[src/rtl/msg_pkg.sv]
// Shared types and arithmetic helpers for the message length controller.
package msg_pkg;

  typedef enum logic {
    IDLE  = 1'b0,
    ACCUM = 1'b1
  } msg_state_t;

  localparam int unsigned MAX_KEEP_W = 64;
  localparam int unsigned POP_W      = 7;
  localparam int unsigned ARITH_W    = 32;

  function automatic logic [POP_W-1:0] popcount(input logic [MAX_KEEP_W-1:0] keep);
    logic [POP_W-1:0] cnt;
    cnt = '0;
    for (int i = 0; i < int'(MAX_KEEP_W); i++) begin
      cnt = cnt + POP_W'(keep[i]);
    end
    return cnt;
  endfunction

  // Clamp a + b to max; operands are zero-extended counts.
  function automatic logic [ARITH_W-1:0] sat_add(input logic [ARITH_W-1:0] a,
                                                 input logic [ARITH_W-1:0] b,
                                                 input logic [ARITH_W-1:0] max);
    logic [ARITH_W:0] sum;
    sum = {1'b0, a} + {1'b0, b};
    return (sum > {1'b0, max}) ? max : sum[ARITH_W-1:0];
  endfunction

  function automatic logic sat_hit(input logic [ARITH_W-1:0] a,
                                   input logic [ARITH_W-1:0] b,
                                   input logic [ARITH_W-1:0] max);
    return ({1'b0, a} + {1'b0, b}) > {1'b0, max};
  endfunction

endpackage

[src/rtl/keep_popcount.sv]
// Combinational count of enabled bytes in one beat's tkeep.
module keep_popcount
  import msg_pkg::*;
#(
  parameter int unsigned TKEEP_WIDTH = 8,
  localparam int unsigned CNT_W      = $clog2(TKEEP_WIDTH + 1)
) (
  input  logic [TKEEP_WIDTH-1:0] keep,
  output logic [CNT_W-1:0]       count_c
);

  assign count_c = CNT_W'(popcount(MAX_KEEP_W'(keep)));

endmodule

[src/rtl/msg_len_ctrl.sv]
// Frames an AXI-Stream on tlast, accumulates byte/beat counts per message and
// presents each finished length as a valid/ready record with upstream back-pressure.
module msg_len_ctrl
  import msg_pkg::*;
#(
  parameter int unsigned NUM_COUNT_BITS = 16,
  parameter int unsigned TKEEP_WIDTH    = 8
) (
  input  logic                      clk,
  input  logic                      rst,
  input  logic                      clr,
  input  logic                      s_tvalid,
  input  logic                      s_tlast,
  input  logic [TKEEP_WIDTH-1:0]    s_tkeep,
  input  logic                      dn_tready,
  output logic                      s_tready,
  output logic                      count_en,
  output logic                      msg_valid,
  output logic                      msg_active,
  output logic                      len_valid,
  input  logic                      len_ready,
  output logic [NUM_COUNT_BITS-1:0] len_data,
  output logic [NUM_COUNT_BITS-1:0] len_beats,
  output logic                      len_ovf
);

  localparam int unsigned CNT_W = $clog2(TKEEP_WIDTH + 1);
  localparam logic [ARITH_W-1:0] MAX_COUNT =
    ARITH_W'((64'(1) << NUM_COUNT_BITS) - 64'(1));

  msg_state_t state_q, state_d;

  logic [NUM_COUNT_BITS-1:0] bytes_q, bytes_d;
  logic [NUM_COUNT_BITS-1:0] beats_q, beats_d;
  logic                      ovf_q, ovf_d;
  logic                      len_valid_q, len_valid_d;
  logic [NUM_COUNT_BITS-1:0] len_data_q, len_data_d;
  logic [NUM_COUNT_BITS-1:0] len_beats_q, len_beats_d;
  logic                      len_ovf_q, len_ovf_d;

  logic                      stall;
  logic                      acc;
  logic [CNT_W-1:0]          keep_cnt;
  logic [NUM_COUNT_BITS-1:0] bytes_nxt;
  logic [NUM_COUNT_BITS-1:0] beats_nxt;
  logic                      ovf_nxt;

  keep_popcount #(
    .TKEEP_WIDTH (TKEEP_WIDTH)
  ) u_keep_popcount (
    .keep    (s_tkeep),
    .count_c (keep_cnt)
  );

  assign stall = len_valid_q & ~len_ready;
  assign acc   = s_tvalid & s_tready;

  // State register
  always_ff @(posedge clk or negedge rst) begin
    if (!rst) begin
      state_q <= IDLE;
    end else begin
      state_q <= state_d;
    end
  end

  // Next-state logic; a single-beat message never leaves IDLE
  always_comb begin
    state_d = state_q;
    if (clr) begin
      state_d = IDLE;
    end else if (acc) begin
      state_d = s_tlast ? IDLE : ACCUM;
    end
  end

  // Handshake strobes and status outputs
  always_comb begin
    s_tready   = dn_tready & ~stall;
    count_en   = s_tvalid & s_tready;
    msg_valid  = s_tvalid & s_tready & s_tlast;
    msg_active = (state_q == ACCUM);
  end

  always_comb begin
    bytes_nxt = NUM_COUNT_BITS'(sat_add(ARITH_W'(bytes_q), ARITH_W'(keep_cnt), MAX_COUNT));
    beats_nxt = NUM_COUNT_BITS'(sat_add(ARITH_W'(beats_q), ARITH_W'(1), MAX_COUNT));
    ovf_nxt   = ovf_q
              | sat_hit(ARITH_W'(bytes_q), ARITH_W'(keep_cnt), MAX_COUNT)
              | sat_hit(ARITH_W'(beats_q), ARITH_W'(1), MAX_COUNT);
  end

  // Accumulators and length record; clr overrides any accepted beat
  always_comb begin
    bytes_d     = bytes_q;
    beats_d     = beats_q;
    ovf_d       = ovf_q;
    len_valid_d = len_valid_q;
    len_data_d  = len_data_q;
    len_beats_d = len_beats_q;
    len_ovf_d   = len_ovf_q;
    if (clr) begin
      bytes_d     = '0;
      beats_d     = '0;
      ovf_d       = 1'b0;
      len_valid_d = 1'b0;
      len_data_d  = '0;
      len_beats_d = '0;
      len_ovf_d   = 1'b0;
    end else begin
      if (len_valid_q && len_ready) begin
        len_valid_d = 1'b0;
      end
      if (acc) begin
        if (s_tlast) begin
          len_valid_d = 1'b1;
          len_data_d  = bytes_nxt;
          len_beats_d = beats_nxt;
          len_ovf_d   = ovf_nxt;
          bytes_d     = '0;
          beats_d     = '0;
          ovf_d       = 1'b0;
        end else begin
          bytes_d = bytes_nxt;
          beats_d = beats_nxt;
          ovf_d   = ovf_nxt;
        end
      end
    end
  end

  always_ff @(posedge clk or negedge rst) begin
    if (!rst) begin
      bytes_q     <= '0;
      beats_q     <= '0;
      ovf_q       <= 1'b0;
      len_valid_q <= 1'b0;
      len_data_q  <= '0;
      len_beats_q <= '0;
      len_ovf_q   <= 1'b0;
    end else begin
      bytes_q     <= bytes_d;
      beats_q     <= beats_d;
      ovf_q       <= ovf_d;
      len_valid_q <= len_valid_d;
      len_data_q  <= len_data_d;
      len_beats_q <= len_beats_d;
      len_ovf_q   <= len_ovf_d;
    end
  end

  assign len_valid = len_valid_q;
  assign len_data  = len_data_q;
  assign len_beats = len_beats_q;
  assign len_ovf   = len_ovf_q;

endmodule

[config.mk]
export PLATFORM = sky130hd
export DESIGN_NAME = msg_len_ctrl
export DESIGN_NICKNAME = d
export VERILOG_FILES = /design/src/rtl/msg_pkg.sv /design/src/rtl/keep_popcount.sv /design/src/rtl/msg_len_ctrl.sv
export SDC_FILE = /design/constraint.sdc
export NUM_CORES = 1
export LEC_CHECK = 0
export ABC_AREA = 1
export CAP_MARGIN = 25
export CORE_MARGIN = 4
export CORE_UTILIZATION = 55
export CTS_BUF_LIST = sky130_fd_sc_hd__clkbuf_16
export DETAILED_ROUTE_END_ITERATION = 10
export GPL_TIMING_DRIVEN = 0
export MAX_ROUTING_LAYER = met4
export PLACE_DENSITY_LB_ADDON = 0.1
export REMOVE_ABC_BUFFERS = 1
export SYNTH_ARGS = -nofsm -noshare
export SYNTH_HDL_FRONTEND = slang
export SYNTH_SLANG_ARGS = --single-unit
[constraint.sdc]
create_clock -name clk -period 2.7 [get_ports clk]
set_clock_uncertainty 0.15 [all_clocks]
set_input_delay 0.54 -clock clk [delete_from_list [all_inputs] [get_ports clk]]
set_output_delay 0.54 -clock clk [all_outputs]
set_load 0.05 [all_outputs]
==> summary.md, run 1 <==
| Metric | Value |
|---|---|
| Yosys top cell by area | dfrtp_1 |
| Die height | 92.0 µm |
| Largest net degree at the start of global routing | 69 |
| Antenna diodes | 0 |
| Core area | between 6000 and 7000 µm² |
| Post-synth ARST share | 1.00 |
| CP top delay family | adder cells |
| VDD IR max | approximately 380 µV |
| Initial core utilization | 0.568 |
| Die area | 8470 µm² |
| Status | complete, but fails checks |
| Vias in the first global route | roughly 3500 |
| Slowest stage delay, CP | around 0.49 ns |
| Critical path data required time | 2.77 ns |
| Crit share post-route | 1.52 |
| Width of the die | around 92 µm |
| Worst path cell trace | buf_6, ha_4, inv_2, fa_1, fa_1, fa_2, fa_2, xnor2_2, ha_4, a21oi_2, nand2_2, buf_4, buf_4, buf_4, xnor2_1, nand2_1, a22o_1 |
| Clock Tree Root | clkbuf_16 |
| Clock latency on the worst-skew pair | 0.34 ns |
| # fillers | 474 |
| Post-synth top area share | 0.438 |
| Placer Congestion | approximately 0.86 |
| Vias | 3531 |
| Slew @ Worst Pin | 0.867 ns |
| Design Area, Final | approximately 5200 µm² |
| Number of I/O pins | 53 |
| Vias per cell | 5.27 |
| Leak | 2.71 nW |
| Finished Layout Cells | between 600 and 700 |
| DRC violations left | 0 |
| Most common flop cell mapped by yosys | dfrtp_1 |
| Hold Vio Cnt, Final | 0 |
| Wire length per cell | between 10 and 15 µm |
| Critical Path Slowest Stage Cell | fa_1 |
| DRT antenna net count | 0 |
| Relative slew margins | 0.422 |
| Most used cell, CP | buf_4 |
| Unrepaired setup endpoints after global routing | yes |
| Fmax | 244 MHz |
| Max cap viols | 0 |
| GRT overflow | 0 |
| Number of clock sinks | just under 70 |
| Mapped cell area | about 3900 µm² |
| Initial antenna violation count | 0 |
| Worst Path Max Fanout | 4 |
| Clock Path Buffers | 2 |
| Total Wirelength | 10000 µm |
| PD cells | 494 nW/µm² |
| Failing checks | negative setup slack |
| Synth warn | 0 |
| Critical path class | in2reg |
| Minimum clock period | between 4 and 5 ns |
| Syn Area/Cell | about 8 µm² |
| Cell Area, Placed | 4530 µm² |
| Fin. max-slew vios | 0 |
| CTS H-tree lvls | 3 |
| Setup ws final | -1.39 ns |
| Worst Setup End Kind | flop |
| Post-synth cell types | 31 |
| Num rows | 30 |
| I/O Buffers | 52 |
| Final HPWL DP | approximately 6100 µm |
| HP Class | in2async |
| Final hold slack | 0.159 ns |
| Cells after DPL | about 640 |
| Clk pin slew, worst setup/hold paths | approximately 0.060 ns |
| CTS tree | done |
| Synth top area cells | dfrtp_1, nand2_1, inv_1 |
| DRT iter0 DRCs | about 220 |
| CP arrival | about 4.2 ns |
| # nets final | 599 |
| Total CTS buffers | 9 |
| DR pass1 iterations | 6 |
| Seq/Total Area, Yosys | 0.438 |
| Total track usage | 0.244 |
| Layout cell share with drive strength beyond 1 | 0.197 |
| Area growth syn-to-layout | 33.1% |
| Post-synth EDFFs | 0 |
| First-pass GRT wire length | 16100 µm |
| Setup TNS | -43.50 ns |
| Post-Syn Instances | 499 |
| Setup crit start kind | primary input |
| Final setup vio count | 34 |
| WP buf/inv | 5 |
| #FFs+latches synth | a little under 70 |
==> final timing paths <==
path | slack, ns | start | cells after the start | end
hold / removal | 0.16 | rst | 1 | len_beats[3]
max in group asynchronous | 1.66 | rst | 1 | bytes_q[8]
setup reg to reg | 0.37 | beats_q[0] | 10 | len_beats[1]
hold reg to reg | 0.32 | len_beats[7] | 2 | len_beats[7]
min in group clk | 0.32 | len_beats[7] | 2 | len_beats[7]
setup / recovery | -1.39 | s_tkeep[0] | 17 | bytes_q[3]
==> flip-flops by register name, summed over array words and instances, names as in the netlist <==
register	flops
beats_q	16
bytes_q	16
len_beats	16
len_data	16
len_ovf	1
len_valid	1
msg_active	1
ovf_q	1
==> where the power goes <==
group	internal (mW)	switching [mW]	total, mW
Combinational	0.157	0.211	0.368
Sequential	1.03	0.00958	1.04
Clock	0.702	0.443	1.15
Total	1.89	0.664	2.55
==> routing by layer <==
metal | part of all wire | global-route usage | vias up
li1 | - | - | 1722
met3 | 0.037 | 0.0320 | 27
met4 | 0.025 | 0.106 | 0
met5 | 0 | - | -
met2 | 0.53 | 0.426 | 94
met1 | 0.40 | 0.282 | 1688
==> cells by family after synthesis <==
logic type	Yosys count	synth area share
DFF	68	0.438
buffers and inverters	67	0.0747
adders and majority gates	14	0.0548
and+or+nand+nor	302	0.349
xor gates and xnor gates	9	0.0222
AOI/OAI and AO/OA	39	0.0615
==> area by class of cell <==
type	count	area [µm²]	area share
clock buffers	9	225	0.0436
clock inverters	6	57.6	0.0111
inverters	54	203	0.0392
multi-input cells	365	2130	0.412
flip-flops and latches	68	1700	0.329
well taps	96	120	0.0232
repair buffers	72	729	0.141
==> per-stage QoR <==
step                power, mW  setup WS, ns  utilization
floorplan                1.23         -1.63            -
global placement         1.32         -2.47        0.649
detailed placement       1.34         -2.51        0.664
CTS                      2.51         -1.44        0.733
global route             2.64         -1.50        0.756
finish                   2.55         -1.39        0.756
==> cells in the final DEF, fill, tap and decap left out, types with 3 or more instances in the layout <==
cell type	netlist	layout
fa_2	0	3
o21ai_1	0	8
inv_1	53	51
nand3_1	27	23
clkdlybuf4s50_1	0	44
inv_2	1	4
o21ai_0	21	9
nand3b_1	3	3
nor2_4	5	6
ha_1	9	6
clkinv_2	0	3
dfrtp_1	68	68
nand2_2	5	14
nand2_4	1	5
a22o_1	11	11
nand4_1	7	7
a21oi_1	5	3
nor3_2	1	3
ha_4	0	3
nand3_2	11	13
nand2_1	203	191
nor2_2	3	5
clkbuf_16	0	9
buf_6	3	10
dlygate4sd2_1	0	3
buf_4	0	11
xor2_1	5	4
nor2_1	27	24
o21ai_2	0	4
==> cells in the mapped netlist, types with 7 or more instances <==
cell     count
o21ai_0     21
dfrtp_1     68
a22o_1      11
nand3_1     27
nor2_1      27
inv_1       53
nand3_2     11
nand4_1      7
nand2_1    203
ha_1         9
==> worst register-to-register path: stages (launching register included) <==
cell	delay, ns
dfrtp_1	0.42
inv_1	0.11
ha_1	0.32
or2_2	0.27
nor2_1	0.12
nand3_1	0.10
nor3_2	0.26
nand2_4	0.21
nand3_1	0.15
nand2_1	0.08
nand2_1	0.07
==> timing repair <==
| action | 4_1_cts | 5_1_grt |
|---|---|---|
| pin swaps | 16 | 15 |
| hold buffers | 0 | 0 |
| gates cloned | 1 | 0 |
| buffers inserted | 8 | 7 |
| resized for setup | 55 | 33 |
| setup endpoints to repair | 37 | 36 |
(Power assumes the default switching activity.)
==> inputs of run 2 (changes only) <==
--- a/config.mk
+++ b/config.mk
@@ -8,7 +8,7 @@
 export ABC_AREA = 1
 export CAP_MARGIN = 25
 export CORE_MARGIN = 4
-export CORE_UTILIZATION = 55
+export CORE_UTILIZATION = 50
 export CTS_BUF_LIST = sky130_fd_sc_hd__clkbuf_16
 export DETAILED_ROUTE_END_ITERATION = 10
 export GPL_TIMING_DRIVEN = 0
==> summary.md, run 2 (synthesized netlist as in run 1, its figures left out) <==
| Metric | Value |
|---|---|
| Status | complete, but fails checks (unchanged) |
| Failing checks | negative setup slack (unchanged) |
| Width of the die | 96.1 µm (was 92.0 µm) |
| CTS H-tree lvls | 3 (unchanged) |
| VDD IR max | 409 µV (was 376 µV) |
| WP buf/inv | 3 (was 5) |
| Most frequent cells in the layout | nand2_1, dfrtp_1, inv_1, clkdlybuf4s50_1, nor2_1 (unchanged) |
| Finished Layout Cells | 666 (was 670) |
| Die height | 96.1 µm (was 92.0 µm) |
| First-pass GRT wire length | 16200 µm (was 16100 µm) |
| Worst Setup End Kind | flop (unchanged) |
| Clk network pwr share | 0.421 (was 0.449) |
| PD cells | 475 nW/µm² (was 494 nW/µm²) |
| Commonest non-fill, non-tap cell in the layout | nand2_1 (unchanged) |
| I/O Buffers | 52 (unchanged) |
| Number of I/O pins | 53 (unchanged) |
| DR pass1 iterations | 5 (was 6) |
| Most used cell, CP | nand3_4 (was buf_4) |
| Largest net degree at the start of global routing | 69 (unchanged) |
| Minimum clock period | 4.09 ns (about the same) |
| Max cap viols | 0 (unchanged) |
| Area growth syn-to-layout | 30.2% (was 33.1%) |
| Int Power | 1.78 mW (was 1.89 mW) |
| DRT antenna net count | 0 (unchanged) |
| Wire length per cell | 14.6 µm (was 14.9 µm) |
| Area of the multi-input gates | 2140 µm² (was 2130 µm²) |
| Clock Tree Root | clkbuf_16 (unchanged) |
| Initial core utilization | 0.524 (was 0.568) |
| Final setup vio count | 34 (unchanged) |
| Pre-CTS WS | -2.49 ns (was -2.51 ns) |
| Critical path data required time | 2.79 ns (was 2.77 ns) |
| Vias | 3533 (was 3531) |
| Final HPWL DP | 6200 µm (was 6120 µm) |
| HP Class | in2async (unchanged) |
| M1 WL | 4070 µm (was 4060 µm) |
| Fin. max-slew vios | 0 (unchanged) |
| Clk pin slew, worst setup/hold paths | 0.05 ns (was 0.06 ns) |
| Initial antenna violation count | 0 (unchanged) |
| Total Wirelength | 9700 µm (was 10000 µm) |
| Clock latency on the worst-skew pair | 0.33 ns (was 0.34 ns) |
| Worst path cell trace | buf_6, ha_4, inv_2, fa_1, fa_1, fa_2, fa_2, xnor2_4, ha_4, nand3_4, nand2_4, nand3_4, nor3_4, buf_6, nand2_8, nand3_4, nand2_1, o21ai_0 (was buf_6, ha_4, inv_2, fa_1, fa_1, fa_2, fa_2, xnor2_2, ha_4, a21oi_2, nand2_2, buf_4, buf_4, buf_4, xnor2_1, nand2_1, a22o_1) |
| Metal2 WL | 5050 µm (was 5330 µm) |
| Hold-fix buffers at CTS | 0 (unchanged) |
| Num rows | 31 (was 30) |
| Die area | 9240 µm² (was 8470 µm²) |
| Vias per cell | 5.30 (was 5.27) |
| Relative slew margins | 0.405 (was 0.422) |
| Fin util | 0.683 (was 0.756) |
| Critical Path Slowest Stage Cell | fa_1 (unchanged) |
| CP top delay family | adder cells (unchanged) |
| # fillers | 616 (was 474) |
| Worst Path Max Fanout | 5 (was 4) |
| Top Layer Used | met4 (unchanged) |
| Core area | 7410 µm² (was 6830 µm²) |
| FF+latch area | 1700 µm² (unchanged) |
| Met3 routed WL | 351 µm (was 375 µm) |
| Crit share post-route | 1.51 (was 1.52) |
| Switch Pwr | 619 µW (was 664 µW) |
| GRT overflow | 0 (unchanged) |
| Vias in the first global route | 3590 (was 3481) |
| Critical path class | in2reg (unchanged) |
| Clock Path Buffers | 2 (unchanged) |
| Number of clock sinks | 68 (unchanged) |
| Switching share of power | 0.258 (was 0.260) |
| Placer Congestion | 0.916 (was 0.856) |
| Total CTS buffers | 9 (unchanged) |
| Leak | 2.66 nW (was 2.71 nW) |
| DRT iter0 DRCs | 148 (was 216) |
| Setup ws final | -1.39 ns (about the same) |
| Layout cell share with drive strength beyond 1 | 0.171 (was 0.197) |
| Antenna diodes | 0 (unchanged) |
| Fmax | 245 MHz (was 244 MHz) |
| DRC violations left | 0 (unchanged) |
| Cells after DPL | 641 (was 639) |
| CP arrival | 4.18 ns (was 4.16 ns) |
| Unrepaired setup endpoints after global routing | yes (unchanged) |
| Sequential power share | 0.433 (was 0.407) |
| Setup crit start kind | primary input (unchanged) |
| Slowest stage delay, CP | 0.49 ns (about the same) |
| Slew @ Worst Pin | 0.888 ns (was 0.867 ns) |
| # nets final | 592 (was 599) |
| Hold Vio Cnt, Final | 0 (unchanged) |
| Total track usage | 0.230 (was 0.244) |
| Logic pwr share | 0.146 (was 0.144) |
| CTS tree | done (unchanged) |
==> run 2: cell count changes in the layout (fill, tap and decap cells not counted), moves of 2 or more <==
cell / delta
inv_2: -2
inv_1: +3
nor2_2: +2
buf_8: +2
buf_16: -2
buf_6: -5
clkinv_1: +2
o21ai_1: -3
o21ai_2: -4
o21ai_0: +6
buf_4: -2
==> run 2: power groups by stage <==
stage	sequential, mW	combinational (mW)	clock (mW)
3_5_place_dp	1.06	0.275	0
4_1_cts	1.04	0.299	1.03
2_1_floorplan	1.08	0.148	0
5_1_grt	1.04	0.385	1.08
6_report	1.04	0.351	1.01
3_3_place_gp	1.06	0.260	0
==> run 2: through the flow <==
stage	setup TNS [ns]	instance area (µm²)	power, mW	hold slack, ns
after floorplan	-79.18	3800	1.23	0.0944
after global placement	-225.23	4440	1.32	0.313
after detailed placement	-81.25	4500	1.33	0.315
after CTS	-45.91	4920	2.37	0.215
after global routing	-48.97	5060	2.50	0.248
final	-44.68	5060	2.40	0.166
==> run 2: repair_timing <==
item / 4_1_cts / 5_1_grt
endpoints found under the setup margin: 37 / 36
gates cloned: 1 / 0
setup buffers: 6 / 3
pin swaps: 22 / 17
resized for setup: 50 / 27
==> run 2: path summary, 6_finish.rpt <==
check / from / endpoint / slack, ns / depth (start not counted)
setup / recovery: s_tkeep[0] / bytes_q[13] / -1.39 / 18
hold / removal: rst / len_beats[2] / 0.17 / 1
max in group asynchronous: rst / len_beats[9] / 1.66 / 1
min in group clk: len_data[14] / len_data[14] / 0.33 / 2
hold reg to reg: len_data[14] / len_data[14] / 0.33 / 2
setup reg to reg: beats_q[0] / beats_q[1] / 0.36 / 10
==> run 2: per-layer routing <==
layer  GRT usage  vias to the layer above
li1            -                     1702
met4      0.0877                        0
met2       0.398                       86
met3      0.0438                       23
met1       0.264                     1722
met5           -                        -
==> run 2: area by class of cell <==
class	instances	share of cell area
multi-input combinational	365	0.424
sequential	68	0.336
timing repair buffer	65	0.126
clock buffer	9	0.0445
inverter	54	0.0401
tap	99	0.0245
clock inverter	6	0.00495
